[config.mk]
export PLATFORM = sky130hd
export DESIGN_NAME = lcd_text_refresher
export DESIGN_NICKNAME = d
export VERILOG_FILES = /design/src/rtl/lcd_text_refresher_pkg.sv /design/src/rtl/lcd_text_refresher_byte_writer.sv /design/src/rtl/lcd_text_refresher.sv
export SDC_FILE = /design/constraint.sdc
export NUM_CORES = 1
export LEC_CHECK = 0
export ABC_AREA = 1
export CORE_MARGIN = 1
export CORE_UTILIZATION = 30
export DETAILED_ROUTE_END_ITERATION = 8
export PLACE_DENSITY = 0.48
export SYNTH_ARGS = -nofsm -noshare
export SYNTH_HDL_FRONTEND = slang
export SYNTH_SLANG_ARGS = --single-unit
[constraint.sdc]
create_clock -name Clock -period 1.88 [get_ports Clock]
set_input_delay 0.376 -clock Clock [delete_from_list [all_inputs] [get_ports Clock]]
set_output_delay 0.376 -clock Clock [all_outputs]
set_load 0.005 [all_outputs]
[src/rtl/lcd_text_refresher_pkg.sv]
`default_nettype none
// +------------------------------------------------------------------+
// | lcd_text_refresher_pkg: LCD command codes and FSM state types    |
// | Rev 1.0                                                          |
// +------------------------------------------------------------------+
package lcd_text_refresher_pkg;

    localparam logic [7:0] LCD_FUNC_SET = 8'h28;
    localparam logic [7:0] LCD_ENTRY    = 8'h06;
    localparam logic [7:0] LCD_DISP_ON  = 8'h0C;
    localparam logic [7:0] LCD_CLEAR    = 8'h01;
    localparam logic [7:0] LCD_LINE1    = 8'h80;
    localparam logic [7:0] LCD_LINE2    = 8'hC0;

    typedef enum logic [3:0] {
        ST_PWR_WAIT,
        ST_N3A,
        ST_N3B,
        ST_N3C,
        ST_N2,
        ST_FUNC_SET,
        ST_ENTRY,
        ST_DISP_ON,
        ST_CLEAR,
        ST_FRAME_START,
        ST_ADDR1,
        ST_LINE1,
        ST_ADDR2,
        ST_LINE2,
        ST_FRAME_END
    } top_state_e;

    typedef enum logic [2:0] {
        BW_IDLE,
        BW_SETUP_HI,
        BW_E_HI,
        BW_GAP,
        BW_SETUP_LO,
        BW_E_LO,
        BW_POST
    } bw_state_e;

endpackage
`default_nettype wire

[src/rtl/lcd_text_refresher_byte_writer.sv]
`default_nettype none
// +------------------------------------------------------------------+
// | lcd_byte_writer: one HD44780 byte or nibble write plus post-delay|
// | Rev 1.0                                                          |
// +------------------------------------------------------------------+
module lcd_byte_writer
    import lcd_text_refresher_pkg::*;
#(
    parameter int T_E       = 12,
    parameter int T_SETUP   = 2,
    parameter int T_NIB_GAP = 50,
    parameter int CNT_W     = 20
) (
    input  logic             Clock,
    input  logic             Reset,
    input  logic             iStart,
    input  logic [7:0]       iByte,
    input  logic             iRS,
    input  logic             iNibbleOnly,
    input  logic [CNT_W-1:0] iPostDelay,
    output logic             oDone,
    output logic             oLCD_E,
    output logic             oLCD_RS,
    output logic [3:0]       oSF_DATA
);

    localparam logic [CNT_W-1:0] C_E_LAST     = CNT_W'(T_E - 1);
    localparam logic [CNT_W-1:0] C_SETUP_LAST = CNT_W'(T_SETUP - 1);
    localparam logic [CNT_W-1:0] C_GAP_LAST   = CNT_W'(T_NIB_GAP - 1);

    bw_state_e        state_q, state_d;
    logic [CNT_W-1:0] cnt_q, cnt_d;
    logic [CNT_W-1:0] post_q, post_d;
    logic [7:0]       byte_q, byte_d;
    logic             rs_q, rs_d;
    logic             cnt_zero;

    assign cnt_zero = (cnt_q == '0);

    always_ff @(posedge Clock) begin
        if (Reset) begin
            state_q <= BW_IDLE;
            cnt_q   <= '0;
            post_q  <= '0;
            byte_q  <= '0;
            rs_q    <= 1'b0;
        end else begin
            state_q <= state_d;
            cnt_q   <= cnt_d;
            post_q  <= post_d;
            byte_q  <= byte_d;
            rs_q    <= rs_d;
        end
    end

    always_comb begin
        state_d = state_q;
        cnt_d   = cnt_zero ? cnt_q : cnt_q - CNT_W'(1);
        post_d  = post_q;
        byte_d  = byte_q;
        rs_d    = rs_q;
        case (state_q)
            BW_IDLE: begin
                cnt_d = cnt_q;
                if (iStart) begin
                    byte_d  = iByte;
                    rs_d    = iRS;
                    post_d  = iPostDelay - CNT_W'(1);
                    cnt_d   = C_SETUP_LAST;
                    // A nibble-only write goes out on the lower-nibble path
                    state_d = iNibbleOnly ? BW_SETUP_LO : BW_SETUP_HI;
                end
            end
            BW_SETUP_HI: if (cnt_zero) begin state_d = BW_E_HI;     cnt_d = C_E_LAST;     end
            BW_E_HI:     if (cnt_zero) begin state_d = BW_GAP;      cnt_d = C_GAP_LAST;   end
            BW_GAP:      if (cnt_zero) begin state_d = BW_SETUP_LO; cnt_d = C_SETUP_LAST; end
            BW_SETUP_LO: if (cnt_zero) begin state_d = BW_E_LO;     cnt_d = C_E_LAST;     end
            BW_E_LO:     if (cnt_zero) begin state_d = BW_POST;     cnt_d = post_q;       end
            BW_POST:     if (cnt_zero) state_d = BW_IDLE;
            default:     state_d = BW_IDLE;
        endcase
    end

    always_comb begin
        oDone    = (state_q == BW_POST) && cnt_zero;
        oLCD_E   = (state_q == BW_E_HI) || (state_q == BW_E_LO);
        oLCD_RS  = (state_q != BW_IDLE) ? rs_q : 1'b0;
        oSF_DATA = 4'h0;
        case (state_q)
            BW_SETUP_HI, BW_E_HI, BW_GAP:  oSF_DATA = byte_q[7:4];
            BW_SETUP_LO, BW_E_LO, BW_POST: oSF_DATA = byte_q[3:0];
            default:                       oSF_DATA = 4'h0;
        endcase
    end

endmodule
`default_nettype wire

[src/rtl/lcd_text_refresher.sv]
`default_nettype none
// +------------------------------------------------------------------+
// | lcd_text_refresher: inits the character LCD, repaints 2x16 chars |
// | Rev 1.0                                                          |
// +------------------------------------------------------------------+
module lcd_text_refresher
    import lcd_text_refresher_pkg::*;
#(
    parameter int T_POWERUP = 750000,
    parameter int T_INIT1   = 205000,
    parameter int T_INIT2   = 5000,
    parameter int T_CMD     = 2000,
    parameter int T_CLEAR   = 82000,
    parameter int T_E       = 12,
    parameter int T_SETUP   = 2,
    parameter int T_NIB_GAP = 50,
    parameter int CNT_W     = 20
) (
    input  logic         Clock,
    input  logic         Reset,
    input  logic [255:0] iChars,
    output logic         oLCD_E,
    output logic         oLCD_RS,
    output logic         oLCD_RW,
    output logic [3:0]   oSF_DATA,
    output logic         oReady,
    output logic         oFrameDone
);

    localparam logic [CNT_W-1:0] C_PWR_LAST = CNT_W'(T_POWERUP - 1);
    localparam logic [CNT_W-1:0] C_INIT1    = CNT_W'(T_INIT1);
    localparam logic [CNT_W-1:0] C_INIT2    = CNT_W'(T_INIT2);
    localparam logic [CNT_W-1:0] C_CMD      = CNT_W'(T_CMD);
    localparam logic [CNT_W-1:0] C_CLEAR    = CNT_W'(T_CLEAR);

    top_state_e       state_q, state_d;
    logic [CNT_W-1:0] pwr_q, pwr_d;
    logic [4:0]       idx_q, idx_d;
    logic [255:0]     snap_q, snap_d;
    logic [7:0]       char_sel;

    logic             wr_start, wr_rs, wr_nib, wr_done;
    logic [7:0]       wr_byte;
    logic [CNT_W-1:0] wr_post;

    // Char i sits at bits [(31-i)*8 +: 8]; 31-i is the bitwise inverse of a 5-bit i
    assign char_sel = {~idx_q, 3'b000};

    always_ff @(posedge Clock) begin
        if (Reset) begin
            state_q <= ST_PWR_WAIT;
            pwr_q   <= '0;
            idx_q   <= '0;
            snap_q  <= '0;
        end else begin
            state_q <= state_d;
            pwr_q   <= pwr_d;
            idx_q   <= idx_d;
            snap_q  <= snap_d;
        end
    end

    always_comb begin
        state_d = state_q;
        pwr_d   = pwr_q;
        idx_d   = idx_q;
        snap_d  = snap_q;
        case (state_q)
            ST_PWR_WAIT: begin
                if (pwr_q == C_PWR_LAST) state_d = ST_N3A;
                else                     pwr_d   = pwr_q + CNT_W'(1);
            end
            ST_N3A:      if (wr_done) state_d = ST_N3B;
            ST_N3B:      if (wr_done) state_d = ST_N3C;
            ST_N3C:      if (wr_done) state_d = ST_N2;
            ST_N2:       if (wr_done) state_d = ST_FUNC_SET;
            ST_FUNC_SET: if (wr_done) state_d = ST_ENTRY;
            ST_ENTRY:    if (wr_done) state_d = ST_DISP_ON;
            ST_DISP_ON:  if (wr_done) state_d = ST_CLEAR;
            ST_CLEAR:    if (wr_done) state_d = ST_FRAME_START;
            ST_FRAME_START: begin
                snap_d  = iChars;
                idx_d   = 5'd0;
                state_d = ST_ADDR1;
            end
            ST_ADDR1:    if (wr_done) state_d = ST_LINE1;
            ST_LINE1: begin
                if (wr_done) begin
                    idx_d = idx_q + 5'd1;
                    if (idx_q == 5'd15) state_d = ST_ADDR2;
                end
            end
            ST_ADDR2:    if (wr_done) state_d = ST_LINE2;
            ST_LINE2: begin
                if (wr_done) begin
                    if (idx_q == 5'd31) begin
                        idx_d   = 5'd0;
                        state_d = ST_FRAME_END;
                    end else begin
                        idx_d   = idx_q + 5'd1;
                    end
                end
            end
            ST_FRAME_END: state_d = ST_FRAME_START;
            default:      state_d = ST_PWR_WAIT;
        endcase
    end

    // Start is held for the whole write state; the writer only accepts it when idle
    always_comb begin
        wr_start   = 1'b0;
        wr_byte    = 8'h00;
        wr_rs      = 1'b0;
        wr_nib     = 1'b0;
        wr_post    = C_CMD;
        oFrameDone = (state_q == ST_FRAME_END);
        oReady     = (state_q inside {ST_FRAME_START, ST_ADDR1, ST_LINE1,
                                      ST_ADDR2, ST_LINE2, ST_FRAME_END});
        case (state_q)
            ST_N3A:      begin wr_start = 1'b1; wr_nib = 1'b1; wr_byte = 8'h03; wr_post = C_INIT1; end
            ST_N3B:      begin wr_start = 1'b1; wr_nib = 1'b1; wr_byte = 8'h03; wr_post = C_INIT2; end
            ST_N3C:      begin wr_start = 1'b1; wr_nib = 1'b1; wr_byte = 8'h03; end
            ST_N2:       begin wr_start = 1'b1; wr_nib = 1'b1; wr_byte = 8'h02; end
            ST_FUNC_SET: begin wr_start = 1'b1; wr_byte = LCD_FUNC_SET; end
            ST_ENTRY:    begin wr_start = 1'b1; wr_byte = LCD_ENTRY;    end
            ST_DISP_ON:  begin wr_start = 1'b1; wr_byte = LCD_DISP_ON;  end
            ST_CLEAR:    begin wr_start = 1'b1; wr_byte = LCD_CLEAR; wr_post = C_CLEAR; end
            ST_ADDR1:    begin wr_start = 1'b1; wr_byte = LCD_LINE1;    end
            ST_ADDR2:    begin wr_start = 1'b1; wr_byte = LCD_LINE2;    end
            ST_LINE1, ST_LINE2: begin
                wr_start = 1'b1;
                wr_rs    = 1'b1;
                wr_byte  = snap_q[char_sel +: 8];
            end
            default: wr_start = 1'b0;
        endcase
    end

    lcd_byte_writer #(
        .T_E       (T_E),
        .T_SETUP   (T_SETUP),
        .T_NIB_GAP (T_NIB_GAP),
        .CNT_W     (CNT_W)
    ) u_writer (
        .Clock       (Clock),
        .Reset       (Reset),
        .iStart      (wr_start),
        .iByte       (wr_byte),
        .iRS         (wr_rs),
        .iNibbleOnly (wr_nib),
        .iPostDelay  (wr_post),
        .oDone       (wr_done),
        .oLCD_E      (oLCD_E),
        .oLCD_RS     (oLCD_RS),
        .oSF_DATA    (oSF_DATA)
    );

    assign oLCD_RW = 1'b0;

endmodule
`default_nettype wire

==> impl_metrics.py, run 1 <==
metrics = {
    "cts": {
        "cts.sinks": 333,
        "ctsLongestPathBuffers": 3,
        "clkLatencyLatePin_ns": 0.56,
        "numCtsBuffers": 41,
        "cts_root_buf": "clkbuf_16",
        "clkTransAtPathRegs_ns": 0.06,
        "cts_tree": "done",
        "htreeDepth": 2,
    },
    "timing": {
        "fmax_ghz": 0.4979,
        "finalCritPeriodShare": 1.068,
        "fin_skew_ns": 0.02338,
        "slew_headroom": 0.6652,
        "setup_viol": 2,
        "final_max_slew_viol_count": 0,
        "worstMarginPinSlew_ns": 0.5023,
        "finalCriticalPeriod_ns": 2.008,
        "finalHoldViolations": 0,
        "rsz0062_at_grt": "yes",
        "finalWorstSetupSlack_ns": -0.1282,
    },
    "placement": {
        "gp_congestion": 0.8470,
        "place_ws_ns": -0.1651,
        "dpl.hpwl_um": 39720,
        "io_buffers": 265,
    },
    "pwr": {
        "p_clk_frac": 0.357,
        "powerDensity_nw_per_um2": 983.2,
        "max-vdd-ir-drop_v": 0.0005366,
        "internal_power_mw": 14.89,
        "combPwrFrac": 0.283,
        "seq_power_share": 0.359,
        "switchingPower_mw": 6.808,
        "power_mw": 21.69,
        "sw_frac_of_total": 0.3138,
        "leakagePower_nw": 8.942,
    },
    "worst_hold_path": {
        "hp-class": "primary input to register",
        "min_from": "iChars[185]",
        "min_to": "snap_q[185]",
        "min_path_cells": 3,
    },
    "logic_synthesis": {
        "yosysSeqAreaShare": 0.4206,
        "yosysTopAreaCell": "dfxtp_1",
        "ys.warnings.count": 0,
        "synth_top_cells_by_area": "dfxtp_1 42%, nor2_1 13%, o21ai_0 13%, a21oi_1 6.1%, nand2_1 5.8%",
        "netlist_area_um2": 15850,
        "synth_edf_count": 0,
        "avgSynthCellArea_um2": 6.811,
        "synth_nets": 2594,
        "synth-main-ff-cell": "dfxtp_1",
        "synthDistinctLibCells": 48,
        "async_flop_share": 0,
        "yosysMostFrequentCell": "nor2_1",
        "synth_top_cell_area_share": 0.4206,
        "synthTopCellsByCount": "534 x nor2_1, 396 x o21ai_0, 333 x dfxtp_1",
        "postSynthCellCount": 2327,
        "ys_ff_latch": 333,
    },
    "route": {
        "wl_um": 57630,
        "via_per_inst": 4.884,
        "drt_iter0_drc": 1018,
        "post_drt_wl_per_cell_um": 17.15,
        "dr.pass1.iters": 5,
        "ant_nets": 0,
        "vias": 16410,
        "drcViolationCount": 0,
    },
    "global_route": {
        "track_usage": 0.2053,
        "overflow": 0,
        "grt_pass1_vias": 15900,
        "grt_max_degree": 107,
        "grt_pass1_wl_um": 87260,
        "antenna_found_initial": 0,
    },
    "floorplanning": {
        "die_w_um": 231.8,
        "start_util": 0.3065,
        "core_area_um2": 51720,
        "dieArea_um2": 53750,
        "die_height_um": 231.8,
        "rows": 83,
        "boundaryPins": 267,
    },
    "setup_path": {
        "r2r_start": "state_q[3]",
        "critical_path_peak_fanout": 4,
        "critPathCaptureType": "primary output",
        "r2r-end": "u_writer.post_q[7]",
        "critPathArrivalTime_ns": 1.63,
        "ff2ff_path_depth": 9,
        "critPathRequiredTime_ns": 1.50,
        "regToRegSetupSlack_ns": 0.01,
        "cp-start-kind": "register",
        "path_class": "register to primary output",
    },
    "final_layout": {
        "area_growth_pct": 39.22,
        "nets": 2919,
        "drive_above_1_share": 0.1384,
        "utilization": 0.4266,
        "antenna_cells": 0,
    },
    "run_status": {
        "status": "finished, violations left",
        "violations": "setup timing",
    },
    "run": {
        "maxCapViolations": 0,
    },
}
## routing by layer
layer,vias to the layer above,wire length (um),GRT usage
met5,-,0,0
met2,382,26160,0.3287
met3,80,2663,0.02665
li1,8317,-,-
met4,0,1383,0.06086
met1,7630,27430,0.2856
## power by group through the flow
stage	registers [mW]	clock network [mW]	logic [mW]
floorplan	7.82	0	3.12
detailed placement	7.89	0	5.59
global route	7.83	8.26	6.80
global placement	7.88	0	5.55
CTS	7.75	7.98	5.75
finish	7.79	7.75	6.15
## worst max-delay path: stages, from the launching register on
cell and delay (ns):
dfxtp_4 0.39, inv_4 0.05, nor2_4 0.11, nand2_2 0.07, nand2_2 0.08, nor2_4 0.04, o211ai_1 0.14, buf_2 0.18
## final cells by class
class	instances	area [um^2]
clock buffers	62	1195
clock inverters	9	105.1
fillers	5313	29650
inverters	177	698.2
multi-input cells	1659	8084
flip-flops and latches	333	6698
well taps	680	850.8
repair buffers	440	4434
## how the worst max path moves through the flow
stage | start | endpoint | slack (ns)
finish | state_q[3] | oReady | -0.13
CTS | state_q[3] | oReady | -0.14
global placement | state_q[0] | u_writer.post_q[7] | -0.11
floorplan | state_q[0] | u_writer.post_q[7] | 0.07
global route | state_q[3] | oReady | -0.21
detailed placement | state_q[0] | u_writer.post_q[7] | -0.17
## flip-flops by register name, indices dropped and copies added, names as in the netlist
register          cells
snap_q              256
pwr_q                20
u_writer.cnt_q       20
u_writer.post_q      16
u_writer.byte_q       8
idx_q                 5
state_q               4
u_writer.state_q      3
u_writer.rs_q         1
## stage by stage
stage	hold WS [ns]	TNS (ns)	cells	instance area (um^2)
CTS	0.3699	-0.3038	3343	21460
floorplan	0.4200	0	2327	15850
global placement	0.4309	-0.2904	3260	20000
global route	0.3949	-0.5930	3360	22060
detailed placement	0.4343	-3.232	3260	20000
finish	0.4029	-0.1359	3360	22060
## layout by cell type, fill, tap and decap left out, types with 5 or more instances in the layout
cell / count
buf_12: 18
nand2_1: 225
dfxtp_4: 8
inv_1: 154
clkbuf_1: 12
nand2_2: 24
o21ai_2: 6
nor2_4: 14
o211ai_1: 52
o21ai_1: 21
nand3_1: 118
clkbuf_8: 9
clkbuf_16: 46
buf_16: 6
dfxtp_1: 324
a211oi_1: 5
a21oi_1: 190
inv_2: 12
nor2_1: 510
ha_1: 5
nand4_1: 12
o21ai_0: 375
nand3_2: 7
nor2_2: 23
xor2_1: 10
nor3_1: 9
buf_4: 135
a31oi_1: 5
inv_6: 5
buf_6: 14
clkdlybuf4s50_1: 257
## what timing repair did
action,in CTS,in global routing
gates cloned,0,5
pin swaps,14,25
hold buffers,0,0
setup buffers,12,12
resized for setup,64,121
endpoints found under the setup margin,78,170
## kinds of logic (layout without fill, tap and decap cells)
group                    Yosys count  in the layout  share of synthesized area
AO/OA/AOI/OAI                    672            672                     0.2252
XOR/XNOR                          12             12                   0.006631
adder cells (fa/ha/maj)            9              9                   0.007105
buffers and inverters            335            688                    0.08905
flip-flops                       333            333                     0.4206
other                              1              1                  0.0002366
AND/OR/NAND/NOR                  965            965                     0.2511
No activity file was read; power rests on OpenSTA's default activity.
==> run 2, diff against run 1 <==
--- a/config.mk
+++ b/config.mk
@@ -6,7 +6,7 @@
 export NUM_CORES = 1
 export LEC_CHECK = 0
 export ABC_AREA = 1
-export CORE_MARGIN = 1
+export CORE_MARGIN = 2
 export CORE_UTILIZATION = 30
 export DETAILED_ROUTE_END_ITERATION = 8
 export PLACE_DENSITY = 0.48
==> run 2 against run 1 <==
The run still ends with setup timing left. Count of clock-buffer cells in the layout unchanged. Final cell count increased by 0.27%. Register-to-register slack got worse by 0.09 ns. First-iteration DRC count decreased by 5.3%. Via count decreased by 0.21%. Critical path depth decreased by 1. Global-route usage decreased by 0.24 points. Clock power increased by 6.7%. Largest power group is now clock. Highest routed layer is now met5.
==> impl_metrics.py, run 2 (synthesis results as in run 1) <==
metrics = {
    "run_status": {
        "status": "finished, violations left",
        "violations": "setup timing",
    },
    "route": {
        "wl_um": 57960,
        "vias": 16370,
        "drt_iter0_drc": 964,
        "via_per_inst": 4.860,
        "ant_nets": 0,
        "dr.pass1.iters": 5,
        "drcViolationCount": 0,
        "post_drt_wl_per_cell_um": 17.20,
    },
    "global_route": {
        "use_met3": 0.02882,
        "grt_pass1_wl_um": 87530,
        "overflow": 0,
        "grt_pass1_vias": 15860,
        "met2_usage": 0.3316,
        "antenna_found_initial": 3,
        "grt_max_degree": 114,
        "grtUsageMet1": 0.2795,
        "track_usage": 0.2029,
        "gr-max-usage-layer": "met2",
    },
    "floorplanning": {
        "boundaryPins": 267,
        "dieArea_um2": 54680,
        "die_height_um": 233.8,
        "core_area_um2": 52450,
        "die_w_um": 233.8,
        "rows": 84,
        "start_util": 0.3022,
    },
    "cts": {
        "clkLatencyLatePin_ns": 0.57,
        "cts_hold_buf": 0,
        "clkTransAtPathRegs_ns": 0.06,
        "cts.sinks": 333,
        "numCtsBuffers": 41,
        "htreeDepth": 2,
        "ctsLongestPathBuffers": 3,
        "cts_tree": "done",
        "cts_root_buf": "clkbuf_16",
    },
    "setup_path": {
        "r2r-end": "u_writer.post_q[7]",
        "ff2ff_path_depth": 9,
        "regToRegSetupSlack_ns": -0.08,
        "critPathRequiredTime_ns": 1.50,
        "critPathCaptureType": "primary output",
        "critPathArrivalTime_ns": 1.61,
        "r2r_start": "state_q[3]",
        "path_class": "register to primary output",
        "critical_path_peak_fanout": 5,
        "cp-start-kind": "register",
    },
    "placement": {
        "dp_cells": 3267,
        "place_ws_ns": -0.1849,
        "io_buffers": 265,
        "dpl.hpwl_um": 39870,
        "gp_congestion": 0.8545,
    },
    "final_layout": {
        "largest-register": "snap_q",
        "drive_above_1_share": 0.1402,
        "stdcell_count": 3369,
        "fillCellCount": 5373,
        "reg.largest.list": "snap_q (256), pwr_q (20), u_writer.cnt_q (20)",
        "nets": 2916,
        "layout.area.seq_um2": 6696,
        "multi_input_area_um2": 8113,
        "area_growth_pct": 39.80,
        "layout_common_cells": "511 x nor2_1, 376 x o21ai_0, 323 x dfxtp_1, 257 x clkdlybuf4s50_1, 221 x nand2_1",
        "mostFrequentLayoutCell": "nor2_1",
        "antenna_cells": 0,
        "largest_register_ffs": 256,
    },
    "worst_hold_path": {
        "hp-class": "primary input to register",
        "min_from": "iChars[253]",
        "min_to": "snap_q[253]",
        "min_path_cells": 3,
    },
    "timing": {
        "rsz0062_at_grt": "yes",
        "finalWorstSetupSlack_ns": -0.1097,
        "finalHoldViolations": 0,
        "fin_skew_ns": 0.02566,
        "finalCriticalPeriod_ns": 1.990,
        "setup_viol": 2,
        "slew_headroom": 0.6427,
        "final_max_slew_viol_count": 0,
        "worstMarginPinSlew_ns": 0.5340,
        "fmax_ghz": 0.5026,
        "finalCritPeriodShare": 1.058,
    },
    "run": {
        "maxCapViolations": 0,
    },
    "pwr": {
        "max-vdd-ir-drop_v": 0.0005706,
        "leakagePower_nw": 9.011,
        "powerDensity_nw_per_um2": 1005,
    },
}
==> run 2: critical path: stages, from the launching register on <==
cell and delay, ns:
dfxtp_4 0.37, inv_2 0.08, nand2_4 0.08, nor2_4 0.19
inv_8 0.04, o211ai_1 0.13, buf_2 0.17
==> run 2: cell type report <==
type	instances	area share
Tap cell	688	0.03885
Clock inverter	13	0.007793
Timing Repair Buffer	437	0.1978
Clock buffer	62	0.05630
Sequential cell	333	0.3022
Inverter	177	0.03089
Multi-Input combinational cell	1659	0.3661
==> run 2: routing by layer <==
metal  vias up  part of all wire
met5         -           0.00040
met4         4             0.020
met3        62             0.047
met2       390              0.46
met1      7595              0.47
li1       8323                 -
==> run 2: report_power, final <==
part           switching (mW)  internal [mW]
Sequential              0.322           7.47
Clock                    3.24           5.02
Combinational            3.38           2.83
==> run 2: what timing repair did <==
action / in CTS / in global routing
pin swaps: 16 / 35
gates cloned: 0 / 6
buffers inserted: 8 / 13
setup endpoints to repair: 93 / 152
resized for setup: 69 / 111
==> run 2: worst max-delay path by stage <==
stage | start | to | slack [ns]
floorplan | state_q[0] | u_writer.post_q[7] | 0.07
global placement | state_q[0] | snap_q[219] | -0.12
detailed placement | state_q[0] | snap_q[196] | -0.18
CTS | state_q[2] | oReady | -0.18
global route | state_q[2] | oReady | -0.21
finish | state_q[1] | oReady | -0.11
==> run 2: stage by stage <==
step                total power, mW  setup TNS (ns)  utilization  area, um^2  hold slack, ns
CTS                           22.08         -0.3949       0.4106       21540          0.3443
finish                        22.27         -0.1929       0.4225       22160          0.3877
detailed placement            13.56          -10.91       0.3809       19980          0.4355
global route                  23.49         -0.7222       0.4225       22160          0.3778
floorplan                     10.94               0            -       15850          0.4200
global placement              13.53          -7.357       0.3809       19980          0.4316
==> run 3, diff against run 2 <==
--- a/config.mk
+++ b/config.mk
@@ -6,6 +6,7 @@
 export NUM_CORES = 1
 export LEC_CHECK = 0
 export ABC_AREA = 1
+export CAP_MARGIN = 10
 export CORE_MARGIN = 2
 export CORE_UTILIZATION = 30
 export DETAILED_ROUTE_END_ITERATION = 8
==> results of run 3 <==
Final layout, timing and power as in run 2 (identical DEF).
